==> src/rtl/captura_de_comandos.sv <==
`timescale 1ns/1ps
// -----------------------------------------------------------------------------
// captura_de_comandos
//
// Front end for the board's 8 switches and 4 push-buttons. Every raw input is
// brought through a two-flop synchroniser; buttons are active-low on the board
// and are inverted after synchronisation so all internal words are
// active-high. Two independent channels (one per user) debounce a 6-bit
// command word and publish a stable, registered User/Func pair plus a
// one-cycle change strobe.
//
// Ports
//   CLK       system clock, all state changes on the rising edge
//   RST_N     synchronous, active-low reset
//   CH[7:0]   raw switches, active-high (CH[i] = switch CHi)
//   BTN[3:0]  raw buttons, active-low (BTN[i] = button BTNi, 0 = pressed)
//   User0     committed {CH0,CH1,CH2}
//   Func0     committed {CH3,~BTN0,~BTN1}
//   User1     committed {CH4,CH5,CH6}
//   Func1     committed {CH7,~BTN2,~BTN3}
//   Changed0  one-cycle pulse when {User0,Func0} is updated
//   Changed1  one-cycle pulse when {User1,Func1} is updated
//   Busy0     channel 0 is settling a candidate word
//   Busy1     channel 1 is settling a candidate word
//
// Parameters
//   DEBOUNCE_CYCLES  consecutive stable cycles before a commit (>= 1)
//   CNT_W            settle counter width, 2**CNT_W >= DEBOUNCE_CYCLES
// -----------------------------------------------------------------------------
module captura_de_comandos #(
  parameter int unsigned DEBOUNCE_CYCLES = 500000,
  parameter int unsigned CNT_W           = 20
) (
  input  logic       CLK,
  input  logic       RST_N,
  input  logic [7:0] CH,
  input  logic [3:0] BTN,
  output logic [2:0] User0,
  output logic [2:0] Func0,
  output logic [2:0] User1,
  output logic [2:0] Func1,
  output logic       Changed0,
  output logic       Changed1,
  output logic       Busy0,
  output logic       Busy1
);

  typedef enum logic {
    STABLE   = 1'b0,
    SETTLING = 1'b1
  } state_t;

  // Terminal count: the counter stops here and the commit happens instead.
  localparam logic [CNT_W-1:0] LAST = CNT_W'(DEBOUNCE_CYCLES - 1);

  logic [7:0]             ch_meta, ch_sync;
  logic [3:0]             btn_meta, btn_sync;

  logic [1:0][5:0]        word;
  logic [1:0][5:0]        committed;
  logic [1:0][5:0]        candidate;
  logic [1:0][CNT_W-1:0]  count;
  state_t                 state [2];
  logic [1:0]             changed;
  logic [1:0]             busy;

  // ---------------------------------------------------------------------------
  // Two-flop synchronisers. Buttons reset to 1 so a reset looks "released".
  // ---------------------------------------------------------------------------
  // NOTE: sequential state is always assigned with <= so every flop samples
  // the pre-edge value of its neighbours; blocking here would collapse the
  // two synchroniser stages into one.
  always_ff @(posedge CLK) begin
    if (!RST_N) begin
      ch_meta  <= '0;
      ch_sync  <= '0;
      btn_meta <= '1;
      btn_sync <= '1;
    end else begin
      ch_meta  <= CH;
      ch_sync  <= ch_meta;
      btn_meta <= BTN;
      btn_sync <= btn_meta;
    end
  end

  // Channel words, MSB first as listed on the outputs; buttons inverted here.
  assign word[0] = {ch_sync[0], ch_sync[1], ch_sync[2], ch_sync[3],
                    ~btn_sync[0], ~btn_sync[1]};
  assign word[1] = {ch_sync[4], ch_sync[5], ch_sync[6], ch_sync[7],
                    ~btn_sync[2], ~btn_sync[3]};

  // ---------------------------------------------------------------------------
  // Per-channel debounce FSM. Busy and Changed are registered alongside the
  // state so no input reaches an output without passing through a flop.
  // ---------------------------------------------------------------------------
  // NOTE: every register here is a plain flop (no RAM), so all of them,
  // candidates and counters included, get an explicit reset value.
  always_ff @(posedge CLK) begin
    if (!RST_N) begin
      for (int c = 0; c < 2; c++) begin
        state[c]     <= STABLE;
        committed[c] <= '0;
        candidate[c] <= '0;
        count[c]     <= '0;
        changed[c]   <= 1'b0;
        busy[c]      <= 1'b0;
      end
    end else begin
      for (int c = 0; c < 2; c++) begin
        changed[c] <= 1'b0;
        case (state[c])
          STABLE: begin
            if (word[c] != committed[c]) begin
              candidate[c] <= word[c];
              count[c]     <= '0;
              state[c]     <= SETTLING;
              busy[c]      <= 1'b1;
            end
          end
          SETTLING: begin
            if (word[c] == committed[c]) begin
              // Input fell back to the committed word: abandon quietly.
              state[c] <= STABLE;
              busy[c]  <= 1'b0;
            end else if (word[c] != candidate[c]) begin
              // Bounce to a different word: restart the settle window.
              candidate[c] <= word[c];
              count[c]     <= '0;
            end else if (count[c] == LAST) begin
              committed[c] <= candidate[c];
              changed[c]   <= 1'b1;
              state[c]     <= STABLE;
              busy[c]      <= 1'b0;
            end else begin
              count[c] <= count[c] + 1'b1;
            end
          end
          default: begin
            state[c] <= STABLE;
            busy[c]  <= 1'b0;
          end
        endcase
      end
    end
  end

  assign User0    = committed[0][5:3];
  assign Func0    = committed[0][2:0];
  assign User1    = committed[1][5:3];
  assign Func1    = committed[1][2:0];
  assign Changed0 = changed[0];
  assign Changed1 = changed[1];
  assign Busy0    = busy[0];
  assign Busy1    = busy[1];

endmodule

==> config.mk <==
export PLATFORM = sky130hd
export DESIGN_NAME = captura_de_comandos
export DESIGN_NICKNAME = d
export VERILOG_FILES = /design/src/rtl/captura_de_comandos.sv
export SDC_FILE = /design/constraint.sdc
export NUM_CORES = 1
export LEC_CHECK = 0
export BUFFER_PORTS_ARGS = -buffer_cell sky130_fd_sc_hd__buf_2
export CAP_MARGIN = 20
export CORE_UTILIZATION = 40
export CTS_CLUSTER_DIAMETER = 40
export DETAILED_ROUTE_END_ITERATION = 12
export GPL_TIMING_DRIVEN = 1
export PLACE_DENSITY = 0.67
export RECOVER_POWER = 100
export SETUP_SLACK_MARGIN = 0.4
export SYNTH_ARGS = -nofsm -noshare
export SYNTH_HDL_FRONTEND = slang
export SYNTH_SLANG_ARGS = --single-unit
==> constraint.sdc <==
create_clock -name CLK -period 5.8 [get_ports CLK]
set_input_delay 0.29 -clock CLK [delete_from_list [all_inputs] [get_ports CLK]]
set_output_delay 0.29 -clock CLK [all_outputs]
set_load 0.03 [all_outputs]
==> results of run 1 <==
==> how the worst max path moves through the flow <==
| stage | from | to | slack (ns) |
|---|---|---|---|
| 6_report | ch_sync[1] | count[2] | 2.44 |
| 5_1_grt | ch_sync[1] | count[2] | 2.10 |
| 4_1_cts | ch_sync[1] | state[0] | 3.22 |
| 3_5_place_dp | ch_sync[1] | state[0] | 3.21 |
| 3_3_place_gp | ch_sync[1] | state[0] | 3.29 |
| 2_1_floorplan | Func0[1] | state[0] | 3.71 |
==> power groups by stage <==
stage	Sequential, mW	Clock [mW]	Combinational, mW
CTS	0.680	0.512	0.134
floorplan	0.695	0	0.105
global placement	0.694	0	0.130
detailed placement	0.694	0	0.133
global route	0.682	0.537	0.143
finish	0.680	0.500	0.129
==> cell usage after synthesis, drive strengths merged (3+ instances only) <==
| library cell | count | area share (%) |
|---|---|---|
| mux2i | 6 | 1.4 |
| xor2 | 17 | 3.4 |
| nand2b | 8 | 1.2 |
| inv | 9 | 0.78 |
| or2 | 8 | 1.2 |
| o22ai | 6 | 0.86 |
| nand2 | 39 | 3.4 |
| xnor2 | 21 | 4.2 |
| o211ai | 3 | 0.52 |
| a211oi | 10 | 1.7 |
| nand4 | 23 | 3.6 |
| nand4b | 5 | 1.0 |
| o2111ai | 5 | 1.0 |
| nand3 | 22 | 2.5 |
| and3 | 3 | 0.43 |
| and2 | 19 | 2.7 |
| nor3 | 14 | 1.9 |
| and4 | 3 | 0.60 |
| o21ai | 16 | 1.8 |
| clkbuf | 17 | 1.5 |
| nor4b | 3 | 0.75 |
| a21oi | 40 | 4.6 |
| nor2 | 30 | 2.6 |
| nor4 | 13 | 2.3 |
| buf | 10 | 1.7 |
| or4 | 13 | 2.3 |
| dfxtp | 93 | 43 |
| o31ai | 16 | 2.8 |
| or3 | 3 | 0.43 |
==> cell families (layout without fill, tap and decap cells) <==
group | after synthesis | in the layout | synth area share, %
XOR/XNOR | 38 | 38 | 7.65
adder cells (fa/ha/maj) | 2 | 2 | 0.575
buffers and inverters | 36 | 60 | 3.97
flip-flops | 94 | 94 | 43.5
multiplexers | 6 | 6 | 1.38
AND/OR/NAND/NOR | 209 | 209 | 27.5
AO/OA/AOI/OAI | 106 | 106 | 15.4
==> flip-flops by register name, summed over array words and instances (netlist names), 4 cells and up <==
name,cells
ch_meta,8
ch_sync,8
btn_sync,4
btn_meta,4
candidate,12
count,40
==> per-layer routing <==
metal	global-route usage, %	share of wire, %	vias up
li1	-	-	1843
met2	28.7	47	74
met3	4.35	4.7	11
met4	7.34	1.5	0
met5	0	0	-
met1	22.8	47	1739
==> critical path, delay by kind of cell (launching register included) <==
| kind | cells | cell delay, ns |
|---|---|---|
| DFF | 1 | 0.35 |
| and+or+nand+nor | 2 | 1.81 |
| AOI/OAI and AO/OA | 2 | 0.54 |
| xor gates and xnor gates | 1 | 0.19 |
| buffers and inverters | 1 | 0.39 |
==> per-stage QoR <==
stage | instance area [sq um] | power [mW] | hold slack [ns] | std cells | setup slack (ns)
finish | 4740 | 1.31 | 0.101 | 651 | 2.44
global placement | 4570 | 0.825 | 0.389 | 635 | 3.29
floorplan | 4350 | 0.801 | 0.386 | 491 | 3.71
CTS | 4800 | 1.33 | 0.0816 | 651 | 3.22
detailed placement | 4570 | 0.828 | 0.392 | 635 | 3.21
global route | 4740 | 1.36 | 0.0944 | 651 | 2.10
==> cell type report <==
class / count / area [sq um] / area share, %
clock buffer: 13 / 169 / 3.56
clock inverter: 3 / 65.1 / 1.37
inverter: 9 / 33.8 / 0.712
multi-input combinational: 361 / 2260 / 47.6
sequential: 94 / 1890 / 39.9
tap: 136 / 170 / 3.59
timing repair buffer: 35 / 154 / 3.24
==> cells in the final DEF (no fill, tap or decap), types with 17 or more instances in the layout <==
master / synthesis / routed
nand4_1: 21 / 22
a21oi_1: 40 / 40
clkbuf_1: 17 / 22
xor2_1: 17 / 17
nand3_1: 22 / 22
nor2_1: 29 / 30
xnor2_1: 21 / 21
nand2_1: 38 / 38
dfxtp_1: 93 / 93
==> results.yml, run 1 <==
sta:
  worstMarginPinSlew_ns: 2.05
  timing.final.max_slew_violations: 83
  fin_tns_setup_ns: 0
  max_slew_margin_pct: -36.4
  rsz0062_at_grt: "no"
  timing_hold_violations_final: 0
  finalCritPeriodShare_pct: 57.9
  timing.fmax_mhz: 298
  final-setup-viol-count: 0
  fin_crit_ns: 3.36
  fin_skew_ns: 0.00908
detailed_routing:
  drtPass1Iterations: 4
  vias: 3667
  drt_iter0_drc: 198
  route.detailed.drc: 0
  wl_per_cell_microns: 14.6
  finalWirelength_mm: 9.53
  detail-route-antenna-nets: 0
  via_per_inst: 5.63
clocking:
  ctsHoldBuffers: 0
  path_clk_slew_ns: 0.08
  ctsResizeCount: 0
  cts_sinks: 94
  postCtsSetupRepairBufs: 0
  cts_tree: "yes"
  cts-root-buf: "clkbuf_8"
  ctsLongestPathBuffers: 2
  cts_buffers: 9
  clk_latency_ns: 0.37
  htree_levels: 3
placed_design:
  io_buffers: 29
  place_congestion: 0.849
  hpwlAfterDp_mm: 6.46
worst_setup_path:
  r2r-end: "count[2]"
  crit_path_top_delay_cell: "nor2_1"
  required_ns: 6.09
  crit_path_cell_trace: "xor2_1 -> or4_1 -> nor2_1 -> o21ai_0 -> clkbuf_1 -> a21oi_1"
  crit_fanout: 29
  reg2reg_depth: 6
  startpoint_type: "flop"
  crit_path_end_kind: "flop"
  reg2reg_from: "ch_sync[1]"
  worst-r2r-setup-slack_ns: 2.44
  arrival_ns: 3.65
  crit_type: "flop to flop"
  max_stage_delay_ns: 1.28
die:
  core-area_sq_um: 10400
  pin_count: 30
  die_x_microns: 106
  die_h_microns: 106
  row_count: 37
  die_area_sq_um: 11300
  start_util_pct: 41.7
cells_and_area:
  layout.nets: 526
  syn_to_final_growth_pct: 9.09
  nFillCells: 1026
  postLayoutCoreUtil_pct: 45.5
  drive_gt1_share_pct: 8.74
  antennaDiodeCount: 0
global_routing:
  grt_pass1_vias: 3382
  overflow: 0
  grt_max_degree: 53
  track_usage_pct: 17.9
  grt_pass1_wl_mm: 16.2
  antenna_found_initial: 0
pwr:
  switching_power_mw: 0.329
  powerDensity_nw_per_um2: 276
  p_leak_nw: 1.46
  p_sw_share_pct: 25.1
  intPower_mw: 0.981
  p_comb_share_pct: 9.9
  seqPwrFrac_pct: 51.9
  p_clk_share_pct: 38.2
  vdd_drop_max_mv: 0.170
worst_hold_path:
  min_path_cells: 2
  hold_path.startpoint: "BTN[2]"
  hold_path_class: "primary input to flop"
  min_to: "btn_meta[2]"
logic_synthesis:
  synth_nets: 507
  synth_edf_count: 1
  syn-instance-count: 491
  yosysWarnings: 0
  async_reset_ff_share_pct: 0
  yosys_register_bits: 94
  ys_types: 52
  synth.avg_cell_area_sq_um: 8.86
  syn_area_sq_um: 4350
  ys.flop_type: "dfxtp_1"
  ys_seq_area_share_pct: 43.5
outcome:
  failed_checks: "max-capacitance violations, max-slew violations"
  status: "finished with violations"
job:
  cap_violations: 2
(Power assumes the default switching activity.)
==> inputs of run 2 (changes only) <==
- clock period: 5.8 -> 3.2 ns (I/O delays scaled with it)
==> run 2 against run 1 <==
  * The run still ends with max-capacitance violations, max-slew violations left
  * Highest routed layer unchanged
  * Sequential power grew 81%
  * Combinational power is 94% higher
  * Clock skew shrank 0.0011 ns
  * Clock power grew 75%
  * Non-clock buffer count rose by 13
  * Largest cell class unchanged
  * Sequential share of layout area is 0.91 points lower
  * Worst hold slack worse by 0.085 ns
  * First-iteration DRC count up 5.6%
  * Critical endpoint is now User1[0]
  * Cell area grew 2.3%
==> results.yml, run 2 (same netlist as run 1, synthesis figures left out) <==
outcome:
  status: "finished with violations"
  failed_checks: "max-capacitance violations, max-slew violations"
pwr:
  powerDensity_nw_per_um2: 485
  vdd_drop_max_mv: 0.352
  p_leak_nw: 1.51
global_routing:
  antenna_found_initial: 0
  track_usage_pct: 18.4
  grt_pass1_vias: 3546
  overflow: 0
  grt_max_degree: 52
  grt_pass1_wl_mm: 16.7
cells_and_area:
  fin_area_sq_um: 4850
  drive_gt1_share_pct: 9.28
  layout.nets: 539
  antennaDiodeCount: 0
  largest_register_ff_count: 40
  mostFrequentLayoutCells: "dfxtp_1, a21oi_1, nand2_1"
  layout_commonest_cell: "dfxtp_1"
  syn_to_final_growth_pct: 11.7
  regMostFlops: "count"
  reg.largest.list: "count: 40 flops, candidate: 12 flops"
  final_cell_count_no_fill: 664
worst_setup_path:
  critPathTopFamily: "simple AND/OR/NAND/NOR gates"
  crit_path_top_delay_cell: "nor3_1"
  path_buf_inv: 0
  endpoint: "User1[0]"
  r2r-end: "User1[0]"
  crit_type: "flop to flop"
  crit_path_cell_trace: "xor2_1 -> nand4_1 -> or2_0 -> nor3_1 -> mux2i_1"
  cp.depth: 5
  required_ns: 3.50
  crit_path_end_kind: "flop"
  max_stage_delay_ns: 0.98
  reg2reg_from: "btn_sync[3]"
  reg2reg_depth: 5
  worst-r2r-setup-slack_ns: 0.55
  startpoint_type: "flop"
  crit_fanout: 9
  arrival_ns: 2.95
  crit_start: "btn_sync[3]"
detailed_routing:
  drt_iter0_drc: 209
  finalWirelength_mm: 9.56
  route.detailed.drc: 0
  drtPass1Iterations: 4
  vias: 3740
  detail-route-antenna-nets: 0
  via_per_inst: 5.63
  wl_per_cell_microns: 14.4
die:
  start_util_pct: 41.7
  core-area_sq_um: 10400
  die_area_sq_um: 11300
  die_x_microns: 106
  pin_count: 30
  row_count: 37
  die_h_microns: 106
clocking:
  clk_latency_ns: 0.37
  cts-root-buf: "clkbuf_8"
  ctsLongestPathBuffers: 2
  cts_sinks: 94
  ctsResizeCount: 0
  cts_buffers: 9
  path_clk_slew_ns: 0.09
  cts_tree: "yes"
  htree_levels: 3
job:
  cap_violations: 1
sta:
  timing.final.max_slew_violations: 52
  max_slew_margin_pct: -31.4
  worstMarginPinSlew_ns: 1.97
  fin_tns_setup_ns: 0
  finalCritPeriodShare_pct: 82.8
  rsz0062_at_grt: "no"
  setup_ws_ns: 0.549
  fin_crit_ns: 2.65
  final-setup-viol-count: 0
  timing_hold_violations_final: 0
  fin_skew_ns: 0.00801
  timing.fmax_mhz: 377
placed_design:
  detailed_place.area_sq_um: 4580
  io_buffers: 29
  hpwlAfterDp_mm: 6.54
  place_congestion: 0.880
  post-place-cells: 637
  dp_slack_ns: 0.915
worst_hold_path:
  hold_path_class: "primary input to flop"
==> run 2: final cells by class <==
cell class,instances,area [sq um]
tap,136,170
clock inverter,6,83.8
inverter,9,33.8
timing repair buffer,48,280
clock buffer,10,138
sequential,94,1890
fill,1019,5560
multi-input combinational,361,2260
==> run 2: what timing repair did <==
| action | CTS | global route |
|---|---|---|
| setup buffers | 0 | 0 |
| hold endpoints to repair | 11 | 0 |
| hold buffers | 11 | 0 |
==> run 2: how the worst min path moves through the flow <==
stage	from	to	slack, ns	cells after the start
3_3_place_gp	BTN[3]	btn_meta[3]	0.34	2
3_5_place_dp	BTN[0]	btn_meta[0]	0.34	2
4_1_cts	CH[3]	ch_meta[3]	0.003	2
2_1_floorplan	BTN[0]	btn_meta[0]	0.26	1
5_1_grt	CH[3]	ch_meta[3]	0.03	2
6_report	CH[3]	ch_meta[3]	0.02	2
==> run 2: through the flow <==
step                      total power, mW  utilization (%)  hold slack [ns]
final                                2.35             46.6           0.0158
after global routing                 2.46             46.6           0.0301
after CTS                            2.38             47.2          0.00286
after detailed placement             1.50             44.0            0.343
after global placement               1.50             44.0            0.338
after floorplan                      1.45                -            0.261
==> run 2: power breakdown <==
| part | total (mW) | leakage (nW) | switching [mW] | internal [mW] |
|---|---|---|---|---|
| sequential | 1.23 | 0.767 | 0.0259 | 1.21 |
| clock | 0.873 | 0.113 | 0.414 | 0.459 |
| combinational | 0.250 | 0.631 | 0.167 | 0.0825 |
| total | 2.35 | 1.51 | 0.607 | 1.75 |
==> run 2: layer usage <==
metal | vias up | global-route usage, % | share of wire, %
met5 | - | 0 | 0
met1 | 1766 | 23.8 | 46
met2 | 96 | 29.6 | 47
met4 | 0 | 6.65 | 1.4
met3 | 14 | 4.48 | 5.1
li1 | 1864 | - | -
==> inputs of run 3 (changes only) <==
- clock period: 3.2 -> 2.76 ns (I/O delays scaled with it)
==> run 3 against run 2 <==
  * The run now ends clean
  * Critical path depth rose by 1
  * Wire length grew 6.6%
  * Core utilization is 0.62 points higher
  * Register-to-register slack got worse by 0.21 ns
  * Worst hold slack improved by 0.40 ns
  * Clock skew grew 0.0075 ns
  * Setup slack got worse by 0.21 ns
  * Sequential share of layout area down 0.52 points
  * Critical endpoint is now state[0]
==> results.yml, run 3 (same netlist as run 1, synthesis figures left out) <==
sta:
  finalCritPeriodShare_pct: 87.6
  rsz0062_at_grt: "no"
  worstMarginPinSlew_ns: 1.13
  timing.fmax_mhz: 414
  fin_tns_setup_ns: 0
  max_slew_margin_pct: 24.7
  final-setup-viol-count: 0
  timing_hold_violations_final: 0
  fin_crit_ns: 2.42
  fin_skew_ns: 0.0155
  setup_ws_ns: 0.343
  timing.final.max_slew_violations: 0
cells_and_area:
  reg.largest.list: "count: 40 flops, candidate: 12 flops"
  layout_commonest_cell: "dfxtp_1"
  antennaDiodeCount: 0
  drive_gt1_share_pct: 10.3
  mostFrequentLayoutCells: "dfxtp_1, a21oi_1, nand2_1"
  nFillCells: 1048
  largest_register_ff_count: 40
  regMostFlops: "count"
  layout.nets: 546
  syn_to_final_growth_pct: 13.2
clocking:
  cts_buffers: 9
  path_clk_slew_ns: 0.10
  postCtsSetupRepairBufs: 0
  htree_levels: 3
  cts_sinks: 94
  ctsLongestPathBuffers: 2
  clk_latency_ns: 0.37
  cts-root-buf: "clkbuf_8"
  cts_tree: "yes"
worst_setup_path:
  required_ns: 2.88
  worst-r2r-setup-slack_ns: 0.34
  crit_fanout: 14
  startpoint_type: "flop"
  crit_type: "flop to flop"
  arrival_ns: 2.54
  crit_path_end_kind: "flop"
die:
  row_count: 37
  die_h_microns: 106
  die_area_sq_um: 11300
  start_util_pct: 41.7
  pin_count: 30
  die_x_microns: 106
  core-area_sq_um: 10400
outcome:
  status: "completed"
global_routing:
  overflow: 0
  track_usage_pct: 19.0
  grt_pass1_vias: 3687
  antenna_found_initial: 0
  grt_max_degree: 30
  grt_pass1_wl_mm: 17.2
detailed_routing:
  drtPass1Iterations: 5
  route.detailed.drc: 0
  finalWirelength_mm: 10.2
  vias: 3859
  drt_iter0_drc: 201
  via_per_inst: 5.75
  wl_per_cell_microns: 15.2
  detail-route-antenna-nets: 0
placed_design:
  hpwlAfterDp_mm: 6.96
  io_buffers: 29
  dp_slack_ns: 0.531
  place_congestion: 0.902
pwr:
  p_leak_nw: 1.54
  vdd_drop_max_mv: 0.325
  p_total_mw: 2.77
  powerDensity_nw_per_um2: 563
job:
  cap_violations: 0
worst_hold_path:
  hold_path_class: "flop to flop"
==> run 3: area by class of cell <==
cell class	count	area, sq um	share of cell area (%)
clock buffers	10	128	2.59
clock inverters	6	93.8	1.91
inverters	9	33.8	0.687
multi-input cells	361	2270	46.2
flip-flops and latches	94	1890	38.5
well taps	136	170	3.46
repair buffers	55	332	6.74
==> run 3: routing by layer <==
metal	up-vias	track usage (%)	wire length [microns]	share of wire, %
met5	-	0	0	0
met4	0	7.54	197	1.9
met3	21	3.99	506	5.0
met2	103	32.2	4900	48
met1	1848	23.4	4590	45
li1	1887	-	-	-
==> run 3: timing repair <==
action                                  4_1_cts  5_1_grt
hold buffers                                 12        0
endpoints found under the setup margin        0        1
endpoints found under the hold margin        12        0
gates resized for setup                       0        1
==> run 3: worst paths after layout <==
| path | from | endpoint | cells after the start |
|---|---|---|---|
| worst max register to register | ch_sync[1] | state[0] | 6 |
| worst max-delay path | ch_sync[1] | state[0] | 6 |
| worst min-delay path | btn_meta[2] | btn_sync[2] | 1 |
| worst min register to register | btn_meta[2] | btn_sync[2] | 1 |
==> run 3: metrics by stage <==
step / util [%] / std cells / instance area (sq um) / hold slack (ns)
global placement: 44.4 / 643 / 4630 / 0.317
CTS: 47.7 / 671 / 4970 / 0.193
floorplan: - / 491 / 4350 / 0.239
global route: 47.2 / 671 / 4920 / 0.441
finish: 47.2 / 671 / 4920 / 0.420
detailed placement: 44.4 / 643 / 4630 / 0.328
==> run 3: worst max-delay path, stage by stage (launching register included) <==
cell and delay (ns):
dfxtp_1 0.36, xor2_1 0.19, or4_4 0.55, nor2_2 0.14, clkbuf_1 0.47, a21oi_1 0.16, o221a_2 0.30
==> run 3: report_power, final <==
| group | switching [mW] | total (mW) | internal (mW) |
|---|---|---|---|
| logic | 0.205 | 0.308 | 0.103 |
| clock network | 0.514 | 1.03 | 0.519 |
| registers | 0.0306 | 1.43 | 1.40 |
